### src/rtl/fractal_sync_tx_arb_pkg.sv
// Shared definitions for the fractal_sync tx response drain arbiter:
// output-register state encoding and the port-index width helper.
package fractal_sync_tx_arb_pkg;

  typedef enum logic {
    OUT_EMPTY = 1'b0,
    OUT_FULL  = 1'b1
  } out_state_e;

  // A single port still needs a 1-bit index so the port widths stay legal.
  function automatic int idx_width(input int n);
    return (n > 1) ? $clog2(n) : 1;
  endfunction

endpackage

### src/rtl/fractal_sync_tx_arb_if.sv
// FIFO-side and downstream-side signals of the tx drain arbiter.
// slave = arbiter view, master = the environment driving it.
interface fractal_sync_tx_arb_if #(
  parameter int  N_PORTS = 4,
  parameter type rsp_t   = logic
);
  localparam int IDX_W = fractal_sync_tx_arb_pkg::idx_width(N_PORTS);

  logic [N_PORTS-1:0] empty_i;
  rsp_t               rsp_i [N_PORTS];
  logic [N_PORTS-1:0] pop_o;
  logic [N_PORTS-1:0] en_mask_i;
  logic [N_PORTS-1:0] overflow_i;
  logic               clr_err_i;
  rsp_t               rsp_o;
  logic               valid_o;
  logic               ready_i;
  logic [IDX_W-1:0]   grant_idx_o;
  logic [N_PORTS-1:0] err_o;
  logic               busy_o;

  modport slave (
    input  empty_i, rsp_i, en_mask_i, overflow_i, clr_err_i, ready_i,
    output pop_o, rsp_o, valid_o, grant_idx_o, err_o, busy_o
  );

  modport master (
    output empty_i, rsp_i, en_mask_i, overflow_i, clr_err_i, ready_i,
    input  pop_o, rsp_o, valid_o, grant_idx_o, err_o, busy_o
  );

endinterface

### src/rtl/fractal_sync_tx_arb_rr.sv
// Combinational round-robin pick: first requester at or after ptr_i,
// wrapping modulo N_PORTS; returns one-hot grant and its index.
module fractal_sync_rr_arb
  import fractal_sync_tx_arb_pkg::*;
#(
  parameter int N_PORTS = 4,
  parameter int IDX_W   = idx_width(N_PORTS)
) (
  input  logic [N_PORTS-1:0] req_i,
  input  logic [IDX_W-1:0]   ptr_i,
  output logic [N_PORTS-1:0] gnt_o,
  output logic [IDX_W-1:0]   idx_o,
  output logic               valid_o
);

  logic [IDX_W-1:0] rot_idx [N_PORTS];

  for (genvar gi = 0; gi < N_PORTS; gi++) begin : g_rot
    assign rot_idx[gi] = IDX_W'((int'(ptr_i) + gi) % N_PORTS);
  end

  // Scan from the farthest offset down so the nearest requester wins.
  always_comb begin
    idx_o   = '0;
    valid_o = 1'b0;
    gnt_o   = '0;
    for (int i = N_PORTS - 1; i >= 0; i--) begin
      if (req_i[rot_idx[i]]) begin
        idx_o   = rot_idx[i];
        valid_o = 1'b1;
      end
    end
    if (valid_o) begin
      gnt_o[idx_o] = 1'b1;
    end
  end

endmodule

### src/rtl/fractal_sync_tx_arb.sv
// Round-robin drain of N tx response FIFOs into one valid/ready output
// register, plus sticky per-port overflow flags.
module fractal_sync_tx_arb
  import fractal_sync_tx_arb_pkg::*;
#(
  parameter type fsync_rsp_t = logic,
  parameter int  N_PORTS     = 4
) (
  input  logic                  clk_i,
  input  logic                  rst_ni,
  fractal_sync_tx_arb_if.slave  bus
);
  localparam int IDX_W = idx_width(N_PORTS);

  out_state_e         state_q, state_d;
  fsync_rsp_t         rsp_q, rsp_d;
  logic [IDX_W-1:0]   idx_q, idx_d;
  logic [IDX_W-1:0]   ptr_q, ptr_d;
  logic [N_PORTS-1:0] err_q, err_d;
  logic [N_PORTS-1:0] req, arb_gnt;
  logic [IDX_W-1:0]   arb_idx;
  logic               arb_valid, can_load, grant;

  assign req      = ~bus.empty_i & bus.en_mask_i;
  // A full register may reload in the cycle its entry is being accepted.
  assign can_load = (state_q == OUT_EMPTY) | bus.ready_i;
  assign grant    = rst_ni & can_load & arb_valid;

  fractal_sync_rr_arb #(
    .N_PORTS (N_PORTS),
    .IDX_W   (IDX_W)
  ) u_rr_arb (
    .req_i   (req),
    .ptr_i   (ptr_q),
    .gnt_o   (arb_gnt),
    .idx_o   (arb_idx),
    .valid_o (arb_valid)
  );

  always_comb begin
    state_d = state_q;
    rsp_d   = rsp_q;
    idx_d   = idx_q;
    ptr_d   = ptr_q;
    // Set beats clear for a port that overflows in the clearing cycle.
    err_d   = (bus.clr_err_i ? '0 : err_q) | bus.overflow_i;
    if (grant) begin
      state_d = OUT_FULL;
      rsp_d   = bus.rsp_i[arb_idx];
      idx_d   = arb_idx;
      ptr_d   = (int'(arb_idx) == N_PORTS - 1) ? '0 : arb_idx + IDX_W'(1);
    end else if (state_q == OUT_FULL && bus.ready_i) begin
      state_d = OUT_EMPTY;
    end
  end

  always_ff @(posedge clk_i) begin
    if (!rst_ni) begin
      state_q <= OUT_EMPTY;
      rsp_q   <= '0;
      idx_q   <= '0;
      ptr_q   <= '0;
      err_q   <= '0;
    end else begin
      state_q <= state_d;
      rsp_q   <= rsp_d;
      idx_q   <= idx_d;
      ptr_q   <= ptr_d;
      err_q   <= err_d;
    end
  end

  assign bus.pop_o       = grant ? arb_gnt : '0;
  assign bus.valid_o     = (state_q == OUT_FULL);
  assign bus.rsp_o       = rsp_q;
  assign bus.grant_idx_o = idx_q;
  assign bus.err_o       = err_q;
  assign bus.busy_o      = (state_q == OUT_FULL) | (|req);

endmodule
### src/flat_wrapper.sv
// flat-port wrapper written by rule: the top's interface ports become plain ports
module fractal_sync_tx_arb_flat import fractal_sync_tx_arb_pkg::*;
#(
  parameter type fsync_rsp_t = logic,
  parameter int  N_PORTS     = 4
)
  (clk_i, rst_ni, bus_empty_i, bus_rsp_i, bus_en_mask_i, bus_overflow_i, bus_clr_err_i, bus_ready_i, bus_pop_o, bus_rsp_o, bus_valid_o, bus_grant_idx_o, bus_err_o, bus_busy_o);
  fractal_sync_tx_arb_if #(.N_PORTS(N_PORTS)) bus_i ();
  input  logic clk_i;
  input  logic rst_ni;
  input wire logic [$bits(bus_i.empty_i)-1:0] bus_empty_i;
  input wire logic [$bits(bus_i.rsp_i)-1:0] bus_rsp_i;
  input wire logic [$bits(bus_i.en_mask_i)-1:0] bus_en_mask_i;
  input wire logic [$bits(bus_i.overflow_i)-1:0] bus_overflow_i;
  input wire logic [$bits(bus_i.clr_err_i)-1:0] bus_clr_err_i;
  input wire logic [$bits(bus_i.ready_i)-1:0] bus_ready_i;
  output wire logic [$bits(bus_i.pop_o)-1:0] bus_pop_o;
  output wire logic [$bits(bus_i.rsp_o)-1:0] bus_rsp_o;
  output wire logic [$bits(bus_i.valid_o)-1:0] bus_valid_o;
  output wire logic [$bits(bus_i.grant_idx_o)-1:0] bus_grant_idx_o;
  output wire logic [$bits(bus_i.err_o)-1:0] bus_err_o;
  output wire logic [$bits(bus_i.busy_o)-1:0] bus_busy_o;
  assign bus_i.empty_i = bus_empty_i;
  assign bus_i.rsp_i = {>>{bus_rsp_i}};
  assign bus_i.en_mask_i = bus_en_mask_i;
  assign bus_i.overflow_i = bus_overflow_i;
  assign bus_i.clr_err_i = bus_clr_err_i;
  assign bus_i.ready_i = bus_ready_i;
  assign bus_pop_o = bus_i.pop_o;
  assign bus_rsp_o = bus_i.rsp_o;
  assign bus_valid_o = bus_i.valid_o;
  assign bus_grant_idx_o = bus_i.grant_idx_o;
  assign bus_err_o = bus_i.err_o;
  assign bus_busy_o = bus_i.busy_o;
  fractal_sync_tx_arb #(.fsync_rsp_t(fsync_rsp_t), .N_PORTS(N_PORTS)) u_core (.clk_i(clk_i), .rst_ni(rst_ni), .bus(bus_i));
endmodule
### config.mk
export PLATFORM = sky130hd
export DESIGN_NAME = fractal_sync_tx_arb_flat
export DESIGN_NICKNAME = d
export VERILOG_FILES = /design/src/rtl/fractal_sync_tx_arb_pkg.sv /design/src/rtl/fractal_sync_tx_arb_if.sv /design/src/rtl/fractal_sync_tx_arb_rr.sv /design/src/rtl/fractal_sync_tx_arb.sv /design/src/flat_wrapper.sv
export SDC_FILE = /design/constraint.sdc
export NUM_CORES = 1
export LEC_CHECK = 0
export ABC_AREA = 1
export CORE_MARGIN = 5
export CORE_UTILIZATION = 40
export CTS_CLUSTER_DIAMETER = 60
export DETAILED_ROUTE_END_ITERATION = 10
export PLACE_DENSITY_LB_ADDON = 0.25
export SYNTH_ARGS = -nofsm -noshare
export SYNTH_HDL_FRONTEND = slang
export SYNTH_SLANG_ARGS = --single-unit
export TNS_END_PERCENT = 100
### constraint.sdc
create_clock -name clk_i -period 2.5 [get_ports clk_i]
set_input_delay 0.25 -clock clk_i [delete_from_list [all_inputs] [get_ports clk_i]]
set_output_delay 0.25 -clock clk_i [all_outputs]
set_load 0.005 [all_outputs]
## Word-level counts from Yosys, hierarchy flattened

Index checks and enable logic that the tools add are counted.

- Bits in registers: 10
- Input bits: 20
- Output and inout bits: 13
- Word-level logic and storage cells: 57

- $add $sub $neg: 4
- Magnitude comparators: 7
- Equal/unequal tests: 1
- Mux-type cells: 27
- Bitwise logic cells: 9
- Reductions and logical operators: 4

Operator list:

| kind | count |
|---|---|
| $lt A2 B3 Y1 const B | 5 |
| $mux W1 | 13 |
| $mux W4 | 3 |
| $bmux W1 S2 | 5 |
| $mux W2 | 5 |
| $add A2 B1 Y2 const B | 2 |
| $add A2 B2 Y2 const B | 2 |
| $and A4 B4 Y4 | 1 |
| $not A4 Y4 | 1 |
| $or A4 B4 Y4 | 1 |
| $reduce_or A4 Y1 | 1 |
| $ge A3 B3 Y1 const B | 1 |
| $not A2 Y3 | 1 |
| $and A1 B1 Y1 | 2 |
| $demux W1 S2 | 1 |
| $eq A2 B1 Y1 const B | 1 |
| $ge A2 B1 Y1 const B | 1 |
| $logic_and A1 B1 Y1 | 2 |
| $or A1 B1 Y1 | 2 |
| $reduce_bool A2 Y1 | 1 |
| $not A1 Y1 | 1 |

## Longest topological paths before layout

Gate-level depths: netlist of the first run.

- Depth after elaboration: 14
- Depth in mapped cells: 15
- Mapped depth without buffers: 14

## Cells and area by module

A second synthesis of the first run with hierarchy kept.

- Cell total of the unflattened synthesis: 138
- Area, all modules: 794.5 µm²

By module, submodules not included:

| module | times used | cells an instance | area an instance (µm²) | sequential area each (µm²) |
|---|---|---|---|---|
| fractal_sync_tx_arb | 1 | 77 | 499.2 | 200.2 |
| fractal_sync_rr_arb | 1 | 61 | 295.3 | 0.0 |

## Worst setup path after synthesis of the first run

OpenSTA, ideal clock, no wires.

- Kind: register to register
- Start point: register u_core.ptr_q[0]
- End point: register u_core.ptr_q[1]
- Library setup time: 119 ps
- Data arrival time: 1485 ps
- Data required time: 2381 ps
- Setup slack: 896 ps
- Cell stages (with the launch flop): 13
- Path buffers: 1
- Clock period less this slack: 1604 ps
- Cell sequence: dfxtp_1 > buf_6 > xnor2_1 > nand2_1 > nand2_1 > inv_2 > nand2_4 > nand2_2 > nand2_4 > nand2_4 > ha_1 > o21ai_0 > a21oi_1

- Longest elaborated chain between the ends: 9
- Elaborated cells on any way between the ends: 23
- Those cells by class: add/sub (4); eq/ne (1); mux (17); bitwise (1)

RTL lines:

| item | RTL line | source |
|---|---|---|
| start, declared | fractal_sync_tx_arb.sv:18 | `logic [IDX_W-1:0] ptr_q, ptr_d;` |
| start signal, assigned | fractal_sync_tx_arb.sv:68 | `ptr_q <= ptr_d;` |
| $add A2 B2 Y2 | fractal_sync_tx_arb_rr.sv:19 | `assign rot_idx[gi] = IDX_W'((int'(ptr_i) + gi) % N_PORTS);` |
| $bmux W1 S2 | fractal_sync_tx_arb_rr.sv:28 | `if (req_i[rot_idx[i]]) begin` |
| $mux W1 (not written as such) | fractal_sync_tx_arb_rr.sv:28 |  |
| $mux W2 (4 in series) | fractal_sync_tx_arb_rr.sv:28 |  |
| $add A2 B1 Y2 or $eq A2 B1 Y1 (tied branches) | fractal_sync_tx_arb.sv:51 | `ptr_d = (int'(arb_idx) == N_PORTS - 1) ? '0 : arb_idx + IDX_W'(1);` |
| $mux W2 | fractal_sync_tx_arb.sv:51 |  |

Several ways; a longest one is shown, not always the timed one. The select of a mux whose other input is x is not followed.
A chain may end at the register's enable or synchronous reset.

## Worst setup path after layout of the first run

- Start point: input port bus_en_mask_i[2]
- End point: output port bus_pop_o[3]

- Longest elaborated chain between the ends: 13
- Elaborated cells on any way between the ends: 25
- Those cells by class: order compare (2); mux (20); bitwise (2); reduce/logical (1)

RTL lines:

| item | RTL line | source |
|---|---|---|
| start, declared | flat_wrapper.sv:13 | `input wire logic [$bits(bus_i.en_mask_i)-1:0] bus_en_mask_i;` |
| $and A4 B4 Y4 (*) | fractal_sync_tx_arb.sv:24 | `assign req = ~bus.empty_i & bus.en_mask_i;` |
| $bmux W1 S2 | fractal_sync_tx_arb_rr.sv:28 |  |
| $mux W1 (not written as such) | fractal_sync_tx_arb_rr.sv:28 |  |
| $mux W2 (4 in series) | fractal_sync_tx_arb_rr.sv:28 |  |
| $lt A2 B3 Y1 (not written as such) or $ge A2 B1 Y1 (tied branches) | fractal_sync_tx_arb_rr.sv:34 | `gnt_o[idx_o] = 1'b1;` |
| $logic_and A1 B1 Y1 (not written as such) | fractal_sync_tx_arb_rr.sv:34 |  |
| $mux W1 (not written as such) | fractal_sync_tx_arb_rr.sv:34 |  |
| $demux W1 S2 | fractal_sync_tx_arb_rr.sv:34 |  |
| $mux W4 | fractal_sync_tx_arb_rr.sv:33 | `if (valid_o) begin` |
| $mux W4 (*) | fractal_sync_tx_arb.sv:73 | `assign bus.pop_o = grant ? arb_gnt : '0;` |
| end, declared | flat_wrapper.sv:17 | `output wire logic [$bits(bus_i.pop_o)-1:0] bus_pop_o;` |

Mark *: on every way between the ends. The rest lies on a longest branch, timed or not. The select of a mux whose other input is x is not followed.

==> reports/qor.csv, run 1 <==
metric,value,unit
nets,180,
max_slew_margin,81.8,%
hold_path_end,u_core.bus.err_o[0],
numPortBuffers,32,
clk_latency,0.25,ns
period_needed,2.24,ns
grt_pass1_wl,3220,um
cts-root-buf,clkbuf_4,
required,2.25,ns
reg2reg_from,u_core.ptr_q[0],
crit_path_end_kind,output pin,
hold_viol_final,0,
vias_per_cell,4.50,
maxSlewViolCount,0,
grt_usage,14.8,%
synth-seq-cells,10,
dieWidth,53.8,um
netlist_area,766,um2
routed.top_layer,met3,
power.leakage,0.658,nW
gp_congestion,0.852,
grt.overflow.total,0,
ant_nets,0,
syn_area_per_cell,6.60,um2
wl_met3,91,um
cap_violations,0,
drive_above_1_share,27.4,%
fin_area,0.00121,mm2
grt_max_degree,7,
layout_common_cells,"clkdlybuf4s50_1 (28), nand2_1 (21), inv_1 (20), nor2_1 (14)",
synth.distinct_cells,21,
synth_seq_area_share,26.1,%
worstHoldPathCells,2,
clockBufferDepth,2,
dr.first_iter.drc_count,6,
wire_per_inst,10.2,um
finalPower,1.04,mW
drt-total-wl,1870,um
setup.worst_path.class,input pin to output pin,
syn_inst,116,
dpl.cell_count,179,
r2r_slack,0.74,ns
rsz0062_at_grt,false,
core_area,0.00176,mm2
r2r_cells,14,
cp_data_arrival_time,1.99,ns
tightest_slew,0.273,ns
start_util,43.4,%
io_pins,33,
vias,819,
antenna_cells,0,
crit_path_start_kind,input pin,
period_share,89.4,%
path_max_fanout,4,
setup_viol,0,
cellPowerDensity,864,mW/mm2
dp_slack,0.000965,ns
worst_slack,0.265,ns
fin_tns_setup,0,ns
synth_nets,137,
status,finished clean,
stdcell_count,182,
fp-row-count,15,
crit_start,bus_en_mask_i[2],
yosysWarnings,0,
clkTransAtPathRegs,0.06,ns
cts_sinks,10,
post-route-drc-count,0,
hpwl,1690,um
die_y,53.8,um
wl_met2,1050,um
area_growth,57.5,%
min-delay-start,u_core.bus.err_o[0],
drt-met1-wl,726,um
drt_pass1_iterations,2,
dieArea,0.00289,mm2
clock-skew-final,0.00322,ns
hp-class,register to register,
worstReg2RegEnd,u_core.ptr_q[1],
cts-htree-levels,1,
grt_antenna_before_repair,0,
cts_buffers,3,
dpl_cell_area,0.00116,mm2
ir_drop,0.461,mV
final_common_cell,clkdlybuf4s50_1,
grt_pass1_vias,863,
fmax,0.447,GHz
cts_tree,built,
[critical path: stages]
cell	delay [ns]
clkdlybuf4s50_1	0.49
inv_1	0.04
nor2_1	0.11
nand2_2	0.06
nand2_2	0.08
nand2_1	0.08
nand2_1	0.11
inv_2	0.06
nand2_2	0.08
nand2_4	0.06
nand2_4	0.08
ha_1	0.14
inv_1	0.03
nor2_1	0.09
dlygate4sd2_1	0.24
[how the worst max path moves through the flow]
stage	end	slack, ns
after global placement	bus_pop_o[3]	0.05
after global routing	bus_pop_o[3]	0.13
after detailed placement	bus_pop_o[3]	0.001
after floorplan	u_core.ptr_q[1]	0.90
final	bus_pop_o[3]	0.26
after CTS	bus_pop_o[2]	0.09
[area by class of cell]
type,count,area (um2)
Sequential cell,10,201
Clock buffer,3,22.5
Tap cell,25,31.3
Inverter,27,109
Timing Repair Buffer,39,379
Fill cell,161,558
Multi-Input combinational cell,78,463
[metrics by stage]
| step | hold WS [ns] | util, % |
|---|---|---|
| CTS | 0.511 | 66.9 |
| global placement | 0.466 | 65.7 |
| floorplan | 0.367 | - |
| global route | 0.544 | 68.4 |
| detailed placement | 0.492 | 65.7 |
| finish | 0.505 | 68.4 |
[timing repair]
| item | in CTS | in global routing |
|---|---|---|
| gates cloned | 0 | 0 |
| pin swaps | 0 | 0 |
| setup buffers | 0 | 0 |
| gates resized for setup | 1 | 7 |
| setup endpoints to repair | 1 | 3 |
| hold buffers | 0 | 0 |
[power breakdown]
part,switching [mW],leakage [nW],total [mW],internal [mW]
sequential,0.0306,0.0837,0.234,0.204
clock,0.0475,0.0138,0.103,0.0552
combinational,0.376,0.560,0.705,0.329
[flip-flops by register name (all words and copies together) (netlist names)]
register                flops
u_core.bus.err_o            4
u_core.bus.rsp_o            1
u_core.ptr_q                2
u_core.bus.valid_o          1
u_core.bus.grant_idx_o      2
[Yosys cell counts (all sizes together)]
library cell	number	area, um2
xnor2	1	8.76
nor2	18	75.1
o21ai	1	5.00
nor3	1	10.0
a21oi	7	35.0
ha	1	12.5
nand3	13	97.6
inv	27	109
o31ai	1	12.5
dfxtp	10	200
buf	1	11.3
nand2	34	180
xor2	1	8.76
[kinds of logic (layout without fill, tap and decap cells)]
| group | count (synthesis) | count (layout) | share of synthesized area (%) |
|---|---|---|---|
| simple gates | 66 | 66 | 47.4 |
| buf+inv | 28 | 69 | 15.7 |
| flops | 10 | 10 | 26.1 |
| compound gates | 9 | 9 | 6.86 |
| xor+xnor | 2 | 2 | 2.29 |
| fa+ha+maj | 1 | 1 | 1.63 |
[layer usage]
metal  track usage, %  vias to the layer above
met3             3.88                        0
met1             14.5                      368
li1                 -                      436
met2             28.8                       15
met4             5.96                        0
met5                0                        -
(Power assumes the default switching activity.)
==> run 2, diff against run 1 <==
CORE_MARGIN = default   (was 5)
clock period = 2.41 ns   (was 2.5 ns; I/O delays follow)
==> run 2 against run 1 <==
  * Register-to-register slack worse by 0.17 ns
  * Global-route usage is 3.9 points higher
  * Flip-flop and latch count stayed put
  * Setup slack worse by 0.056 ns
  * Sequential share of layout area is 0.26 points lower
  * Clock skew is 0.0027 ns higher
  * Power is 4.7% higher
  * Sequential power hardly changed
  * Clock power is 5% higher
  * Largest cell class unchanged
  * Highest routed layer is now met4
==> reports/qor.csv, run 2 (synthesis gave the netlist of run 1 again) <==
metric,value,unit,change
dr.first_iter.drc_count,10,,was 6
dp_slack,-0.0713,ns,was 0.000965 ns
tightest_slew,0.282,ns,was 0.273 ns
cts_buffers,3,,unchanged
nets,184,,was 180
core_area,0.00176,mm2,unchanged
sequentialPowerShare,21.5,%,was 22.5%
antenna_cells,0,,unchanged
gp_congestion,0.874,,was 0.852
finalPower,1.09,mW,was 1.04 mW
cts-root-buf,clkbuf_4,,unchanged
dieArea,0.00209,mm2,was 0.00289 mm2
vias,809,,was 819
worstHoldPathCells,2,,unchanged
seqCellArea,200,um2,was 201 um2
wire_per_inst,9.28,um,was 10.2 um
die_y,45.8,um,was 53.8 um
postCtsHoldBufs,0,,unchanged
grt_max_degree,8,,was 7
clkPwrFrac,9.9,%,about the same
crit_path_end_kind,output pin,,unchanged
hp-class,register to register,,unchanged
rsz0062_at_grt,false,,unchanged
drt_pass1_iterations,4,,was 2
dieWidth,45.8,um,was 53.8 um
cellPowerDensity,897,mW/mm2,was 864 mW/mm2
r2r_cells,14,,unchanged
numPortBuffers,32,,unchanged
grt_pass1_wl,2830,um,was 3220 um
grt_pass1_vias,754,,was 863
cp_data_arrival_time,1.96,ns,was 1.99 ns
period_needed,2.20,ns,
required,2.17,ns,was 2.25 ns
power.leakage,0.671,nW,was 0.658 nW
cap_violations,0,,unchanged
p_sw,0.462,mW,was 0.454 mW
grt_antenna_before_repair,0,,unchanged
fmax,0.454,GHz,
setup.worst_path.class,input pin to output pin,,unchanged
max_slew_margin,81.1,%,was 81.8%
n_fill_cell,157,,was 161
area_growth,59.0,%,was 57.5%
maxSlewViolCount,0,,unchanged
final_common_cell,clkdlybuf4s50_1,,unchanged
largest_reg_flops,4,,unchanged
clock-skew-final,0.00595,ns,was 0.00322 ns
layout_common_cells,"clkdlybuf4s50_1 (28), nand2_1 (21), inv_1 (20), nor2_1 (15), buf_4 (11)",,"was clkdlybuf4s50_1 (28), nand2_1 (21), inv_1 (20), nor2_1 (14)"
drt-total-wl,1730,um,was 1870 um
clockBufferDepth,2,,unchanged
start_util,43.4,%,unchanged
clk_latency,0.26,ns,was 0.25 ns
fp-row-count,15,,unchanged
hpwl,1480,um,was 1690 um
worst_slack,0.209,ns,was 0.265 ns
clkTransAtPathRegs,0.06,ns,about the same
pwr-share-comb,68.6,%,was 67.7%
post-route-drc-count,0,,unchanged
p_int,0.630,mW,was 0.588 mW
multiInputGateArea,445,um2,was 463 um2
ir_drop,0.648,mV,was 0.461 mV
period_share,91.3,%,
cts_setup_buffers,0,,unchanged
crit_path_start_kind,input pin,,unchanged
vias_per_cell,4.35,,was 4.50
cts_tree,built,,unchanged
hold_viol_final,0,,unchanged
cts_sinks,10,,unchanged
sw_frac_of_total,42.3,%,was 43.6%
drive_above_1_share,27.3,%,was 27.4%
grt_usage,18.8,%,was 14.8%
setup_viol,0,,unchanged
ant_nets,0,,unchanged
status,finished clean,,unchanged
path_max_fanout,3,,was 4
grt.overflow.total,0,,unchanged
cts-htree-levels,1,,unchanged
io_pins,33,,unchanged
-- run 2: final cells by class --
type / instances / area share, %
Clock buffer: 3 / 1.85
Inverter: 27 / 8.94
Multi-Input combinational cell: 78 / 36.6
Sequential cell: 10 / 16.4
Tap cell: 25 / 2.57
Timing Repair Buffer: 43 / 33.6
-- run 2: per-stage QoR --
step	setup TNS, ns	instance area (um2)	hold WS [ns]	instances	utilization, %
floorplan	0	766	0.358	116	-
global placement	-0.00185	1190	0.465	183	67.4
detailed placement	-0.0713	1190	0.483	183	67.4
CTS	0	1210	0.497	186	68.6
global route	0	1220	0.518	186	69.0
finish	0	1220	0.491	186	69.0
-- run 2: final timing paths --
| check | end | slack (ns) | startpoint |
|---|---|---|---|
| min reg2reg | u_core.bus.err_o[3] | 0.49 | u_core.bus.err_o[3] |
| max reg2reg | u_core.ptr_q[1] | 0.57 | u_core.ptr_q[0] |
| min | u_core.bus.err_o[3] | 0.49 | u_core.bus.err_o[3] |
| max | bus_pop_o[3] | 0.21 | bus_en_mask_i[2] |
-- run 2: routing by layer --
| layer | global-route usage (%) | up-vias | share of wire (%) |
|---|---|---|---|
| li1 | - | 439 | - |
| met1 | 22.8 | 356 | 44 |
| met2 | 30.6 | 12 | 52 |
| met3 | 3.97 | 2 | 3.4 |
| met4 | 10.6 | 0 | 0.58 |
| met5 | 0 | - | 0 |
-- run 2: repair_timing --
action,4_1_cts,5_1_grt
hold endpoints to repair,0,0
pin swaps,0,0
setup endpoints to repair,1,3
resized for setup,1,3
-- run 2: worst max-delay path, cell delays in order --
cell	delay [ns]
clkdlybuf4s50_1	0.50
inv_1	0.05
nor2_1	0.11
nand2_2	0.06
nand2_2	0.08
nand2_1	0.08
nand2_2	0.08
nand2_4	0.06
nand2_2	0.07
nand2_4	0.05
nand2_4	0.07
ha_1	0.15
inv_1	0.04
nor2_1	0.09
dlygate4sd2_1	0.24
-- run 2: power groups by stage --
stage | Sequential (mW) | Clock, mW | Combinational (mW)
3_3_place_gp | 0.237 | 0 | 0.748
6_report | 0.235 | 0.108 | 0.749
2_1_floorplan | 0.239 | 0 | 0.461
4_1_cts | 0.235 | 0.112 | 0.759
3_5_place_dp | 0.238 | 0 | 0.756
5_1_grt | 0.239 | 0.118 | 0.832
==> run 3, diff against run 2 <==
GPL_ROUTABILITY_DRIVEN = 0   (was default)
==> results of run 3 <==
Same layout as run 2: the final DEF is identical, and so are final timing and power.
